==> config.mk <==
export PLATFORM = sky130hd
export DESIGN_NAME = reg_scoreboard_flat
export DESIGN_NICKNAME = d
export VERILOG_FILES = /design/src/rtl/reg_scoreboard_if.sv /design/src/rtl/reg_scoreboard.sv /design/src/flat_wrapper.sv
export SDC_FILE = /design/constraint.sdc
export NUM_CORES = 1
export LEC_CHECK = 0
export ABC_AREA = 0
export CAP_MARGIN = 20
export CORE_ASPECT_RATIO = 1.4
export CORE_MARGIN = 5
export CORE_UTILIZATION = 50
export DETAILED_ROUTE_END_ITERATION = 16
export PLACE_DENSITY = 0.77
export REMOVE_ABC_BUFFERS = 1
export SETUP_SLACK_MARGIN = 0.4
export SLEW_MARGIN = 25
export SYNTH_ARGS = -nofsm -noshare
export SYNTH_HDL_FRONTEND = slang
export SYNTH_SLANG_ARGS = --single-unit
==> constraint.sdc <==
create_clock -name clk -period 6.6 [get_ports clk]
set_input_delay 1.32 -clock clk [delete_from_list [all_inputs] [get_ports clk]]
set_output_delay 1.32 -clock clk [all_outputs]
set_load 0.02 [all_outputs]
==> src/rtl/reg_scoreboard_if.sv <==
// Issue/writeback/flush bundle between the decode stage and the register
// scoreboard, plus the scoreboard's status outputs.
interface reg_scoreboard_if;
    logic        issue_valid;
    logic [4:0]  issue_rs1;
    logic [4:0]  issue_rs2;
    logic        issue_use_rs1;
    logic        issue_use_rs2;
    logic [4:0]  issue_rd;
    logic        issue_long;
    logic        wb_valid;
    logic [4:0]  wb_rd;
    logic        flush;
    logic        stall;
    logic [31:0] busy_mask;
    logic [5:0]  pending_count;
    logic        wb_err;

    // Pipeline side: presents instructions and writebacks, observes hazards.
    modport master (
        output issue_valid, issue_rs1, issue_rs2, issue_use_rs1, issue_use_rs2,
        output issue_rd, issue_long, wb_valid, wb_rd, flush,
        input  stall, busy_mask, pending_count, wb_err
    );

    // Scoreboard side.
    modport slave (
        input  issue_valid, issue_rs1, issue_rs2, issue_use_rs1, issue_use_rs2,
        input  issue_rd, issue_long, wb_valid, wb_rd, flush,
        output stall, busy_mask, pending_count, wb_err
    );
endinterface

==> src/rtl/reg_scoreboard.sv <==
// Register scoreboard for long-latency writes (div/mul/load-miss).
// Tracks one pending bit per architectural register, stalls issue on
// RAW/WAW hazards or when the in-flight limit is reached, and flags
// writebacks that arrive for registers that are not pending.
module reg_scoreboard #(
    parameter int MAX_PENDING = 4
) (
    input logic            clk,
    input logic            rst_n,
    reg_scoreboard_if.slave sb
);
    localparam logic [5:0] CNT_MAX = 6'(MAX_PENDING);

    logic [31:0] busy_q;
    logic [5:0]  count_q;
    logic        err_q;

    logic [31:0] wb_vec;
    logic [31:0] eff_busy;
    logic [31:0] set_vec;
    logic [31:0] clr_vec;
    logic        wb_hit;
    logic        raw1;
    logic        raw2;
    logic        waw;
    logic        full;
    logic        stall_c;
    logic        set_en;
    logic        clr_en;
    logic        err_en;

    // Hazard detection and next-state enables; a writeback in this cycle
    // releases its register for the stall check since it can be forwarded.
    always_comb begin
        wb_vec = '0;
        if (sb.wb_valid) begin
            wb_vec[sb.wb_rd] = 1'b1;
        end
        eff_busy = busy_q & ~wb_vec;
        wb_hit   = sb.wb_valid && (sb.wb_rd != 5'd0) && busy_q[sb.wb_rd];

        raw1 = sb.issue_use_rs1 && eff_busy[sb.issue_rs1];
        raw2 = sb.issue_use_rs2 && eff_busy[sb.issue_rs2];
        waw  = (sb.issue_rd != 5'd0) && eff_busy[sb.issue_rd];
        full = sb.issue_long && (sb.issue_rd != 5'd0) &&
               (count_q == CNT_MAX) && !wb_hit;

        stall_c = sb.issue_valid && !sb.flush && (raw1 || raw2 || waw || full);

        set_en = sb.issue_valid && !stall_c && sb.issue_long &&
                 (sb.issue_rd != 5'd0);
        clr_en = wb_hit;
        err_en = !sb.flush && sb.wb_valid && (sb.wb_rd != 5'd0) &&
                 !busy_q[sb.wb_rd];

        set_vec = '0;
        if (set_en) begin
            set_vec[sb.issue_rd] = 1'b1;
        end
        clr_vec = clr_en ? wb_vec : 32'd0;
    end

    // Pending mask and its running population count; flush wipes both,
    // and a set on the register being cleared keeps it busy.
    always_ff @(posedge clk or negedge rst_n) begin
        if (!rst_n) begin
            busy_q  <= '0;
            count_q <= '0;
        end else if (sb.flush) begin
            busy_q  <= '0;
            count_q <= '0;
        end else begin
            if (set_en || clr_en) begin
                busy_q <= (busy_q & ~clr_vec) | set_vec;
            end
            if (set_en && !clr_en) begin
                count_q <= count_q + 6'd1;
            end else if (!set_en && clr_en) begin
                count_q <= count_q - 6'd1;
            end
        end
    end

    // Sticky error for writebacks to registers with nothing outstanding.
    always_ff @(posedge clk or negedge rst_n) begin
        if (!rst_n) begin
            err_q <= 1'b0;
        end else if (err_en) begin
            err_q <= 1'b1;
        end
    end

    assign sb.stall         = stall_c;
    assign sb.busy_mask     = busy_q;
    assign sb.pending_count = count_q;
    assign sb.wb_err        = err_q;
endmodule
==> src/flat_wrapper.sv <==
// flat-port wrapper written by rule: the top's interface ports become plain ports
module reg_scoreboard_flat 
#(
    parameter int MAX_PENDING = 4
)
  (clk, rst_n, sb_issue_valid, sb_issue_rs1, sb_issue_rs2, sb_issue_use_rs1, sb_issue_use_rs2, sb_issue_rd, sb_issue_long, sb_wb_valid, sb_wb_rd, sb_flush, sb_stall, sb_busy_mask, sb_pending_count, sb_wb_err);
  reg_scoreboard_if sb_i ();
  input logic clk;
  input logic rst_n;
  input wire logic [$bits(sb_i.issue_valid)-1:0] sb_issue_valid;
  input wire logic [$bits(sb_i.issue_rs1)-1:0] sb_issue_rs1;
  input wire logic [$bits(sb_i.issue_rs2)-1:0] sb_issue_rs2;
  input wire logic [$bits(sb_i.issue_use_rs1)-1:0] sb_issue_use_rs1;
  input wire logic [$bits(sb_i.issue_use_rs2)-1:0] sb_issue_use_rs2;
  input wire logic [$bits(sb_i.issue_rd)-1:0] sb_issue_rd;
  input wire logic [$bits(sb_i.issue_long)-1:0] sb_issue_long;
  input wire logic [$bits(sb_i.wb_valid)-1:0] sb_wb_valid;
  input wire logic [$bits(sb_i.wb_rd)-1:0] sb_wb_rd;
  input wire logic [$bits(sb_i.flush)-1:0] sb_flush;
  output wire logic [$bits(sb_i.stall)-1:0] sb_stall;
  output wire logic [$bits(sb_i.busy_mask)-1:0] sb_busy_mask;
  output wire logic [$bits(sb_i.pending_count)-1:0] sb_pending_count;
  output wire logic [$bits(sb_i.wb_err)-1:0] sb_wb_err;
  assign sb_i.issue_valid = sb_issue_valid;
  assign sb_i.issue_rs1 = sb_issue_rs1;
  assign sb_i.issue_rs2 = sb_issue_rs2;
  assign sb_i.issue_use_rs1 = sb_issue_use_rs1;
  assign sb_i.issue_use_rs2 = sb_issue_use_rs2;
  assign sb_i.issue_rd = sb_issue_rd;
  assign sb_i.issue_long = sb_issue_long;
  assign sb_i.wb_valid = sb_wb_valid;
  assign sb_i.wb_rd = sb_wb_rd;
  assign sb_i.flush = sb_flush;
  assign sb_stall = sb_i.stall;
  assign sb_busy_mask = sb_i.busy_mask;
  assign sb_pending_count = sb_i.pending_count;
  assign sb_wb_err = sb_i.wb_err;
  reg_scoreboard #(.MAX_PENDING(MAX_PENDING)) u_core (.clk(clk), .rst_n(rst_n), .sb(sb_i));
endmodule
# [After elaboration in Yosys (flattened, before gate mapping)]
# Index checks and enable logic that the tools add are counted.
[word_totals] reg_bits=39 inputBits=28 wordCells=70
[classes] n_mux=20 n_reduce_logical=33 n_eq_ne=1 addsub=2 n_lt_le_gt_ge=6 n_bitwise=5
[ops] op="2-to-1 mux 32 bit" count=5
[ops] op="bitwise AND 32 bit" count=2
[ops] op="NOT 32 bit" count=2
[ops] op="bitwise OR 32 bit" count=1
[ops] op="< comparator 5 x 6 -> 1 bit (second input constant)" count=4
[ops] op="binary-select mux 1 bit (select 5 bit)" count=4
[ops] op="logical AND 1 bit" count=20
[ops] op="2-to-1 mux 6 bit" count=3
[ops] op="demux 1 bit (select 5 bit)" count=2
[ops] op="greater-or-equal comparator 5 x 1 -> 1 bit (second input constant)" count=2
[ops] op="nonzero test 5 bit" count=2
[ops] op="adder 6 x 1 -> 6 bit (second input constant)" count=1
[ops] op="equality test 6 x 3 -> 1 bit (second input constant)" count=1
[ops] op="2-to-1 mux 1 bit" count=6
[ops] op="subtractor 6 x 1 -> 6 bit (second input constant)" count=1
[ops] op="zero test 1 bit" count=5
[ops] op="logical OR 1 bit" count=4
[ops] op="nonzero test 3 bit" count=1
[ops] op="nonzero test 2 bit" count=1

# [Logic depth before layout (Yosys ltp)]
# Gate-level depths: netlist (run 1).
[depth] depth_word=23 ltp_mapped=20 depth_no_buf=16

# [Least setup slack after synthesis (run 1)]
# No wires, ideal clock.
[synth_timing] path_kind="input port to flip-flop" startpoint="input sb_wb_rd[4]" endpoint="register u_core.count_q[5], in the netlist u_core.sb.pending_count[5]" path_slack_ps=1522 stages=19 arrival_time_ps=4954 setup_ps=125 required_ps=6475 cell_sequence="buf_2 > or4b_4 > buf_6 > o2111ai_2 > o41ai_1 > nor4_1 > a21boi_1 > a211oi_4 > nand4b_4 > clkbuf_1 > a21o_1 > ha_1 > a21o_1 > a21oi_1 > o21bai_1 > a21oi_1 > nor2_1 > mux2i_1 > mux2_2"
[synth_between] elab_chain_cells=21 elab_cells_between_ends=38 classes_between="order compare (2); mux (13); bitwise (2); reduce/logical (21)"
[synth_rtl] element="from (decl)" line="flat_wrapper.sv:18" text="input wire logic [$bits(sb_i.wb_rd)-1:0] sb_wb_rd;"
[synth_rtl] element="< comparator 5 x 6 -> 1 bit (not written as such) / greater-or-equal comparator 5 x 1 -> 1 bit (equally long branches)" line="reg_scoreboard.sv:37" text="wb_vec[sb.wb_rd] = 1'b1;"
[synth_rtl] element="logical AND 1 bit (not written as such)" line="reg_scoreboard.sv:37"
[synth_rtl] element="2-to-1 mux 1 bit (not written as such)" line="reg_scoreboard.sv:37"
[synth_rtl] element="demux 1 bit (select 5 bit)"
[synth_rtl] element="2-to-1 mux 32 bit" line="reg_scoreboard.sv:36" text="if (sb.wb_valid) begin"
[synth_rtl] element="NOT 32 bit" line="reg_scoreboard.sv:39" text="eff_busy = busy_q & ~wb_vec;"
[synth_rtl] element="bitwise AND 32 bit" line="reg_scoreboard.sv:39"
[synth_rtl] element="binary-select mux 1 bit (select 5 bit), on equally long branches" line="reg_scoreboard.sv:42, reg_scoreboard.sv:43"
[synth_rtl] element="2-to-1 mux 1 bit, on equally long branches" line="reg_scoreboard.sv:42, reg_scoreboard.sv:43"
[synth_rtl] element="logical AND 1 bit, on equally long branches" line="reg_scoreboard.sv:42, reg_scoreboard.sv:43"
[synth_rtl] element="logical OR 1 bit (3 in a row)" line="reg_scoreboard.sv:48" text="stall_c = sb.issue_valid && !sb.flush && (raw1 || raw2 || waw || full);"
[synth_rtl] element="logical AND 1 bit" line="reg_scoreboard.sv:48"
[synth_rtl] element="zero test 1 bit" line="reg_scoreboard.sv:50" text="set_en = sb.issue_valid && !stall_c && sb.issue_long &&"
[synth_rtl] element="logical AND 1 bit (3 in a row)" line="reg_scoreboard.sv:50"
[synth_rtl] element="logical AND 1 bit / zero test 1 bit (equally long branches)" line="reg_scoreboard.sv:76, reg_scoreboard.sv:78"
[synth_rtl] element="2-to-1 mux 6 bit / logical AND 1 bit (equally long branches)" line="reg_scoreboard.sv:76, reg_scoreboard.sv:78"
[synth_rtl] element="2-to-1 mux 6 bit / nonzero test 3 bit (equally long branches)"
[synth_rtl] element="to (signal assigned)" line="reg_scoreboard.sv:77" text="count_q <= count_q + 6'd1;"
[synth_rtl] element="to (signal assigned)" line="reg_scoreboard.sv:79" text="count_q <= count_q - 6'd1;"
[synth_rtl] element="to (decl)" line="reg_scoreboard.sv:15" text="logic [5:0] count_q;"
# Parallel ways exist; a longest one is shown, timed or not. The select of a mux whose other input is x is not followed.
# A chain may end at the register's enable or synchronous reset.

# [Final worst setup path (run 1)]
[layout_timing] startpoint="input sb_wb_rd[1]" endpoint="output sb_stall"
[layout_between] elab_chain_cells=14 elab_cells_between_ends=28 classes_between="order compare (2); mux (11); bitwise (2); reduce/logical (13)"
[layout_rtl] element="< comparator 5 x 6 -> 1 bit (not written as such) / greater-or-equal comparator 5 x 1 -> 1 bit (equally long branches)" line="reg_scoreboard.sv:37"
[layout_rtl] element="logical AND 1 bit (not written as such)" line="reg_scoreboard.sv:37"
[layout_rtl] element="2-to-1 mux 1 bit (not written as such)" line="reg_scoreboard.sv:37"
[layout_rtl] element="demux 1 bit (select 5 bit)"
[layout_rtl] element="2-to-1 mux 32 bit" line="reg_scoreboard.sv:36"
[layout_rtl] element="NOT 32 bit" line="reg_scoreboard.sv:39"
[layout_rtl] element="bitwise AND 32 bit" line="reg_scoreboard.sv:39"
[layout_rtl] element="binary-select mux 1 bit (select 5 bit), on equally long branches" line="reg_scoreboard.sv:42, reg_scoreboard.sv:43"
[layout_rtl] element="2-to-1 mux 1 bit, on equally long branches" line="reg_scoreboard.sv:42, reg_scoreboard.sv:43"
[layout_rtl] element="logical AND 1 bit, on equally long branches" line="reg_scoreboard.sv:42, reg_scoreboard.sv:43"
[layout_rtl] element="logical OR 1 bit (2 in a row)" line="reg_scoreboard.sv:48"
[layout_rtl] element="logical OR 1 bit *" line="reg_scoreboard.sv:48"
[layout_rtl] element="logical AND 1 bit *" line="reg_scoreboard.sv:48"
[layout_rtl] element="to (decl)" line="flat_wrapper.sv:20" text="output wire logic [$bits(sb_i.stall)-1:0] sb_stall;"
# Every way passes the cells marked *; elsewhere a longest branch is shown, timed or not. The select of a mux whose other input is x is not followed.

==> results of run 1 <==
==> registers in the layout, summed over array words and instances (netlist names) <==
| name | flops |
|---|---|
| u_core.sb.busy_mask | 32 |
| u_core.sb.pending_count | 6 |
| u_core.sb.wb_err | 1 |
==> power by group <==
| group | switching (mW) | internal (mW) |
|---|---|---|
| sequential | 0.00935 | 0.246 |
| clock | 0.0927 | 0.122 |
| combinational | 0.141 | 0.0938 |
| total | 0.243 | 0.462 |
==> cells in the final DEF, fill, tap and decap left out, drive strengths merged, types with 3 or more instances in the layout <==
master and instances:
a211oi 4, a21o 3, a21oi 10, a31oi 5, and3 4, buf 26, clkbuf 6, clkdlybuf4s50 63
dfrtp 39, dlymetal6s2s 3, ha 4, inv 15, mux2 5, mux2i 20, mux4 6, nand2 42
nand2b 6, nand3 17, nand3b 3, nand4 6, nand4b 5, nand4bb 3, nor2 30, nor2b 9
nor3 8, nor3b 5, o2111ai 8, o211ai 26, o21ai 41, o311ai 27, o41ai 5, or3 3
or4 24, xnor2 4
==> layer usage <==
metal  track usage  share of wire  vias up
met5             0              0        -
met4         0.174          0.053        0
met3        0.0518          0.089       71
met2         0.537           0.48      338
met1         0.401           0.38     2214
li1              -              -     1990
==> kinds of logic after synthesis <==
group,count (synthesis),synth area share
mux,31,0.100
xor+xnor,6,0.0134
simple gates,178,0.261
fa+ha+maj,5,0.0179
flops,39,0.249
buf+inv,61,0.0665
compound gates,156,0.292
==> cell type report <==
class / count / area (um^2) / share of cell area
Multi-Input combinational cell: 376 / 2690 / 0.557
Sequential cell: 39 / 976 / 0.202
Timing Repair Buffer: 92 / 861 / 0.178
Tap cell: 100 / 125 / 0.0259
Clock buffer: 6 / 82.6 / 0.0171
Inverter: 16 / 60.1 / 0.0124
Clock inverter: 2 / 35.0 / 0.00725
==> metrics by stage <==
step,utilization,worst slack (ns),power (mW),hold WS (ns),std cells
after floorplan,-,1.71,0.378,0.578,431
after global placement,0.610,0.377,0.484,0.471,623
after detailed placement,0.610,0.225,0.489,0.484,623
after CTS,0.626,0.417,0.700,0.510,631
after global routing,0.627,0.405,0.733,0.534,631
final,0.627,0.506,0.705,0.510,631
==> Yosys cell counts, types with 4 or more instances <==
cell / n
nand2_1: 42
dfrtp_1: 39
o21ai_0: 32
clkbuf_1: 31
nor2_1: 30
o211ai_1: 26
o311ai_0: 23
or4_1: 23
mux2i_1: 20
nand3_1: 17
inv_1: 15
a21oi_1: 10
nor2b_1: 9
o21ai_1: 9
buf_2: 8
nor3_1: 8
o2111ai_1: 7
mux4_2: 6
nand2b_1: 6
a31oi_1: 5
mux2_2: 5
nand4_1: 5
nor3b_1: 5
and3_1: 4
ha_1: 4
nand4b_1: 4
o311ai_1: 4
o41ai_1: 4
xnor2_1: 4
==> how the worst max path moves through the flow <==
stage,from,end,cells after the start
final,sb_wb_rd[1],sb_stall,11
after detailed placement,sb_wb_rd[0],u_core.sb.pending_count[5],18
after global routing,sb_wb_rd[1],sb_stall,11
after floorplan,sb_wb_rd[0],u_core.sb.pending_count[5],16
after global placement,sb_wb_rd[0],u_core.sb.pending_count[5],18
after CTS,sb_wb_rd[0],sb_stall,10
==> critical path: stages <==
cell	delay (ns)
clkdlybuf4s50_1	0.60
or2_2	0.56
o21ai_1	0.37
mux2i_1	0.13
a211oi_1	0.30
nor4_1	0.10
buf_4	0.15
a211oi_4	0.37
nand3_1	0.11
and3_1	0.20
clkdlybuf4s50_1	0.53
==> repair_timing <==
item                                    4_1_cts  5_1_grt
endpoints found under the setup margin        1        1
gates resized for setup                       2        9
pin swaps                                     0        2
==> impl_metrics.env, run 1 <==
export IMPL_status="finished clean"
export IMPL_numCtsBuffers=5
export IMPL_p_per_area_nw_per_um2=146
export IMPL_coreArea_um2=7700
export IMPL_grt_ovfl_total=0
export IMPL_grt_first_pass_wirelength_um=24800
export IMPL_antenna_found_initial=0
export IMPL_cp_max_fo=17
export IMPL_first_global_vias=4521
export IMPL_fmax_ghz=0.164
export IMPL_place_congestion=1.01
export IMPL_fin_area_um2=4830
export IMPL_portBuffers=67
export IMPL_synth_area_leader_cell="dfrtp_1"
export IMPL_worstPathRequired_ns=5.28
export IMPL_netlist_top_cells_area="dfrtp_1 (25%), o311ai_0 (5.1%), mux2i_1 (5.1%)"
export IMPL_dieArea_um2=9730
export IMPL_clockRootBuffer="clkbuf_8"
export IMPL_clock_sinks=39
export IMPL_r2r_start="u_core.sb.busy_mask[4]"
export IMPL_hp_start="u_core.sb.wb_err"
export IMPL_syn_inst=476
export IMPL_period_minus_slack_ns=6.09
export IMPL_place_area_um2=4700
export IMPL_setup_tns_ns=0
export IMPL_synth_cell_types=74
export IMPL_worstSetupPathType="input pin to primary output"
export IMPL_synth_seq_cells=39
export IMPL_ir_drop_mv=0.146
export IMPL_die_width_um=84.8
export IMPL_synth_top_area_share=0.249
export IMPL_synth_edf_count=0
export IMPL_io_pins=68
export IMPL_worstSkewPairLatency_ns=0.31
export IMPL_dpl_hpwl_um=11700
export IMPL_drive_above_1_share=0.105
export IMPL_fillers=722
export IMPL_endpoint_kind="primary output"
export IMPL_viasPerCell=7.31
export IMPL_post_drt_wl_per_cell_um=24.8
export IMPL_min_path_type="flip-flop to flip-flop"
export IMPL_rrSetupSlack_ns=2.62
export IMPL_netlist_area_um2=3920
export IMPL_post_cts_buffers=0
export IMPL_tightest_slew_ns=0.903
export IMPL_ys_seq_area_frac=0.249
export IMPL_cap_violations=0
export IMPL_cts_tree="yes"
export IMPL_fin_skew_ns=0.00708
export IMPL_yosysWarnings=0
export IMPL_rows=38
export IMPL_htreeDepth=2
export IMPL_syn2layout_area_growth_pct=23.4
export IMPL_hold_path_depth=1
export IMPL_fin_nets=563
export IMPL_holdPathEnd="u_core.sb.wb_err"
export IMPL_critPathLaunchType="input pin"
export IMPL_n_antenna_cell=0
export IMPL_drc=0
export IMPL_max_slew_margin=0.398
export IMPL_rsz0062_at_grt="no"
export IMPL_clk_pin_slew_ns=0.08
export IMPL_drt_wl_total_um=15600
export IMPL_postRouteAntennaNets=0
export IMPL_holdBufCountCts=0
export IMPL_synth_async_reset_ratio=1.00
export IMPL_drt_iter0_drc=761
export IMPL_yosys_most_used_dff="dfrtp_1"
export IMPL_die_y_um=115
export IMPL_postSynthAreaPerCell_um2=8.23
export IMPL_worst_ep_arrival_time_ns=4.77
export IMPL_cts_path_max_buffers=2
export IMPL_grt_total_usage=0.323
export IMPL_reg2reg_depth=15
export IMPL_fin_crit_sh=0.923
export IMPL_leakagePower_nw=1.92
export IMPL_dr_pass1_iters=6
export IMPL_slew_violations=0
export IMPL_hold_viol=0
export IMPL_vias=4613
export IMPL_setup_viol=0
export IMPL_rr_endpoint="u_core.sb.pending_count[5]"
export IMPL_initial_core_util=0.508
export IMPL_grt_max_degree=40
Note: power is estimated with default switching activity, not from simulation.
==> run 2: changes to the inputs <==
--- a/config.mk
+++ b/config.mk
@@ -11,9 +11,11 @@
 export CORE_MARGIN = 5
 export CORE_UTILIZATION = 50
 export DETAILED_ROUTE_END_ITERATION = 16
+export GPL_TIMING_DRIVEN = 0
 export PLACE_DENSITY = 0.77
 export REMOVE_ABC_BUFFERS = 1
 export SETUP_SLACK_MARGIN = 0.4
+export SKIP_CTS_REPAIR_TIMING = 1
 export SLEW_MARGIN = 25
 export SYNTH_ARGS = -nofsm -noshare
 export SYNTH_HDL_FRONTEND = slang
==> impl_metrics.env, run 2 (same netlist as run 1, synthesis figures left out) <==
export IMPL_status="finished clean"
export IMPL_clockRootBuffer="clkbuf_8"
export IMPL_worstSetupPathType="input pin to primary output"
export IMPL_fin_util=0.608
export IMPL_dpl_hpwl_um=11100
export IMPL_hold_path_depth=1
export IMPL_grt_first_pass_wirelength_um=24400
export IMPL_drt_wl_total_um=15500
export IMPL_switching_share=0.367
export IMPL_tightest_slew_ns=0.974
export IMPL_worstPathRequired_ns=5.28
export IMPL_setup_slack_ns=0.572
export IMPL_cp_max_fo=12
export IMPL_htreeDepth=2
export IMPL_fin_crit_sh=0.913
export IMPL_postRouteAntennaNets=0
export IMPL_first_global_vias=4367
export IMPL_leakagePower_nw=1.83
export IMPL_grt_total_usage=0.318
export IMPL_initial_core_util=0.508
export IMPL_place_area_um2=4540
export IMPL_slew_violations=0
export IMPL_mostFrequentLayoutCells="clkdlybuf4s50_1 (57), nand2_1 (41), dfrtp_1 (39)"
export IMPL_syn2layout_area_growth_pct=19.6
export IMPL_path_cells="clkdlybuf4s50_1 > nand2_1 > o2bb2ai_1 > a211oi_1 > o21ai_0 > o21ai_0 > o41ai_4 > nand3_1 > and3_1 > clkdlybuf4s50_1"
export IMPL_fmax_ghz=0.166
export IMPL_reg2reg_depth=16
export IMPL_grt_max_degree=38
export IMPL_hold_slack_ns=0.477
export IMPL_n_antenna_cell=0
export IMPL_worstSkewPairLatency_ns=0.30
export IMPL_die_width_um=84.8
export IMPL_place_congestion=0.954
export IMPL_hold_viol=0
export IMPL_rrSetupSlack_ns=2.31
export IMPL_power_switching_uw=240
export IMPL_instances_no_fill=612
export IMPL_drt_iter0_drc=578
export IMPL_power_uw=654
export IMPL_dieArea_um2=9730
export IMPL_cap_violations=0
export IMPL_antenna_found_initial=0
export IMPL_rr_endpoint="u_core.sb.pending_count[5]"
export IMPL_fin_nets=545
export IMPL_rows=38
export IMPL_max_slew_margin=0.350
export IMPL_setup_viol=0
export IMPL_worst_ep_arrival_time_ns=4.71
export IMPL_period_minus_slack_ns=6.03
export IMPL_ir_drop_mv=0.137
export IMPL_vias=4394
export IMPL_portBuffers=67
export IMPL_io_pins=68
export IMPL_viasPerCell=7.18
export IMPL_endpoint_kind="primary output"
export IMPL_holdPathEnd="u_core.sb.wb_err"
export IMPL_min_path_type="flip-flop to flip-flop"
export IMPL_dr_pass1_iters=7
export IMPL_p_seq_frac=0.389
export IMPL_clock_sinks=39
export IMPL_drive_above_1_share=0.0879
export IMPL_p_int_uw=414
export IMPL_pre_cts_ws_ns=-0.509
export IMPL_clk_pin_slew_ns=0.07
export IMPL_fillers=718
export IMPL_p_comb_frac=0.350
export IMPL_dp_cells=599
export IMPL_coreArea_um2=7700
export IMPL_largest_reg_flops=32
export IMPL_setup_tns_ns=0
export IMPL_grt_ovfl_total=0
export IMPL_die_y_um=115
export IMPL_max_stage_delay_ns=0.78
export IMPL_clockPowerShare=0.261
export IMPL_p_per_area_nw_per_um2=140
export IMPL_fin_skew_ns=0.00556
export IMPL_drc=0
export IMPL_cts_path_max_buffers=2
export IMPL_rsz0062_at_grt="no"
export IMPL_r2r_start="u_core.sb.busy_mask[23]"
export IMPL_post_drt_wl_per_cell_um=25.3
export IMPL_crit_path_top_delay_cell="clkdlybuf4s50_1"
export IMPL_hp_start="u_core.sb.wb_err"
export IMPL_critPathLaunchType="input pin"
export IMPL_cts_tree="yes"
export IMPL_layout_commonest_cell="clkdlybuf4s50_1"
export IMPL_numCtsBuffers=5
export IMPL_fin_area_um2=4680
## run 2: changes by cell type in the layout (fill, tap and decap cells not counted), moves of 2 or more
| cell | before | now |
|---|---|---|
| buf_4 | 25 | 5 |
| clkdlybuf4s50_1 | 63 | 57 |
| clkbuf_2 | 0 | 4 |
| nand2b_1 | 6 | 4 |
| nand2b_2 | 0 | 2 |
## run 2: worst max-delay path by stage
| stage | endpoint | slack, ns | startpoint | cells after the start |
|---|---|---|---|---|
| global placement | u_core.sb.pending_count[5] | -0.52 | sb_wb_rd[0] | 16 |
| floorplan | u_core.sb.pending_count[5] | 1.71 | sb_wb_rd[0] | 16 |
| finish | sb_stall | 0.57 | sb_issue_rs1[2] | 10 |
| global route | sb_stall | 0.48 | sb_issue_rs1[2] | 10 |
| detailed placement | u_core.sb.pending_count[5] | -0.51 | sb_wb_rd[1] | 16 |
| CTS | sb_stall | -0.22 | sb_wb_rd[1] | 9 |
## run 2: cell type report
cell class | instances | area [um^2] | area share
multi-input cells | 377 | 2730 | 0.583
flip-flops and latches | 39 | 976 | 0.208
repair buffers | 73 | 703 | 0.150
inverters | 16 | 60.1 | 0.0128
clock inverters | 1 | 5.00 | 0.00107
clock buffers | 6 | 82.6 | 0.0176
well taps | 100 | 125 | 0.0267
## run 2: per-layer routing
metal / track usage / vias to the layer above / wire length [um]
met1: 0.390 / 2123 / 5890
met2: 0.525 / 261 / 7500
met3: 0.0641 / 55 / 1270
met4: 0.172 / 0 / 835
met5: 0 / - / 0
li1: - / 1955 / -
## run 2: power groups by stage
stage	clock network, mW	logic, mW	registers [mW]
2_1_floorplan	0	0.112	0.265
3_3_place_gp	0	0.216	0.259
3_5_place_dp	0	0.221	0.259
4_1_cts	0.174	0.222	0.255
5_1_grt	0.182	0.247	0.256
6_report	0.171	0.229	0.255
## run 2: worst max-delay path: cells and delay by family
family / cells / cell delay [ns]
AO/OA/AOI/OAI: 5 / 1.44
buffers and inverters: 2 / 1.32
AND/OR/NAND/NOR: 3 / 0.63
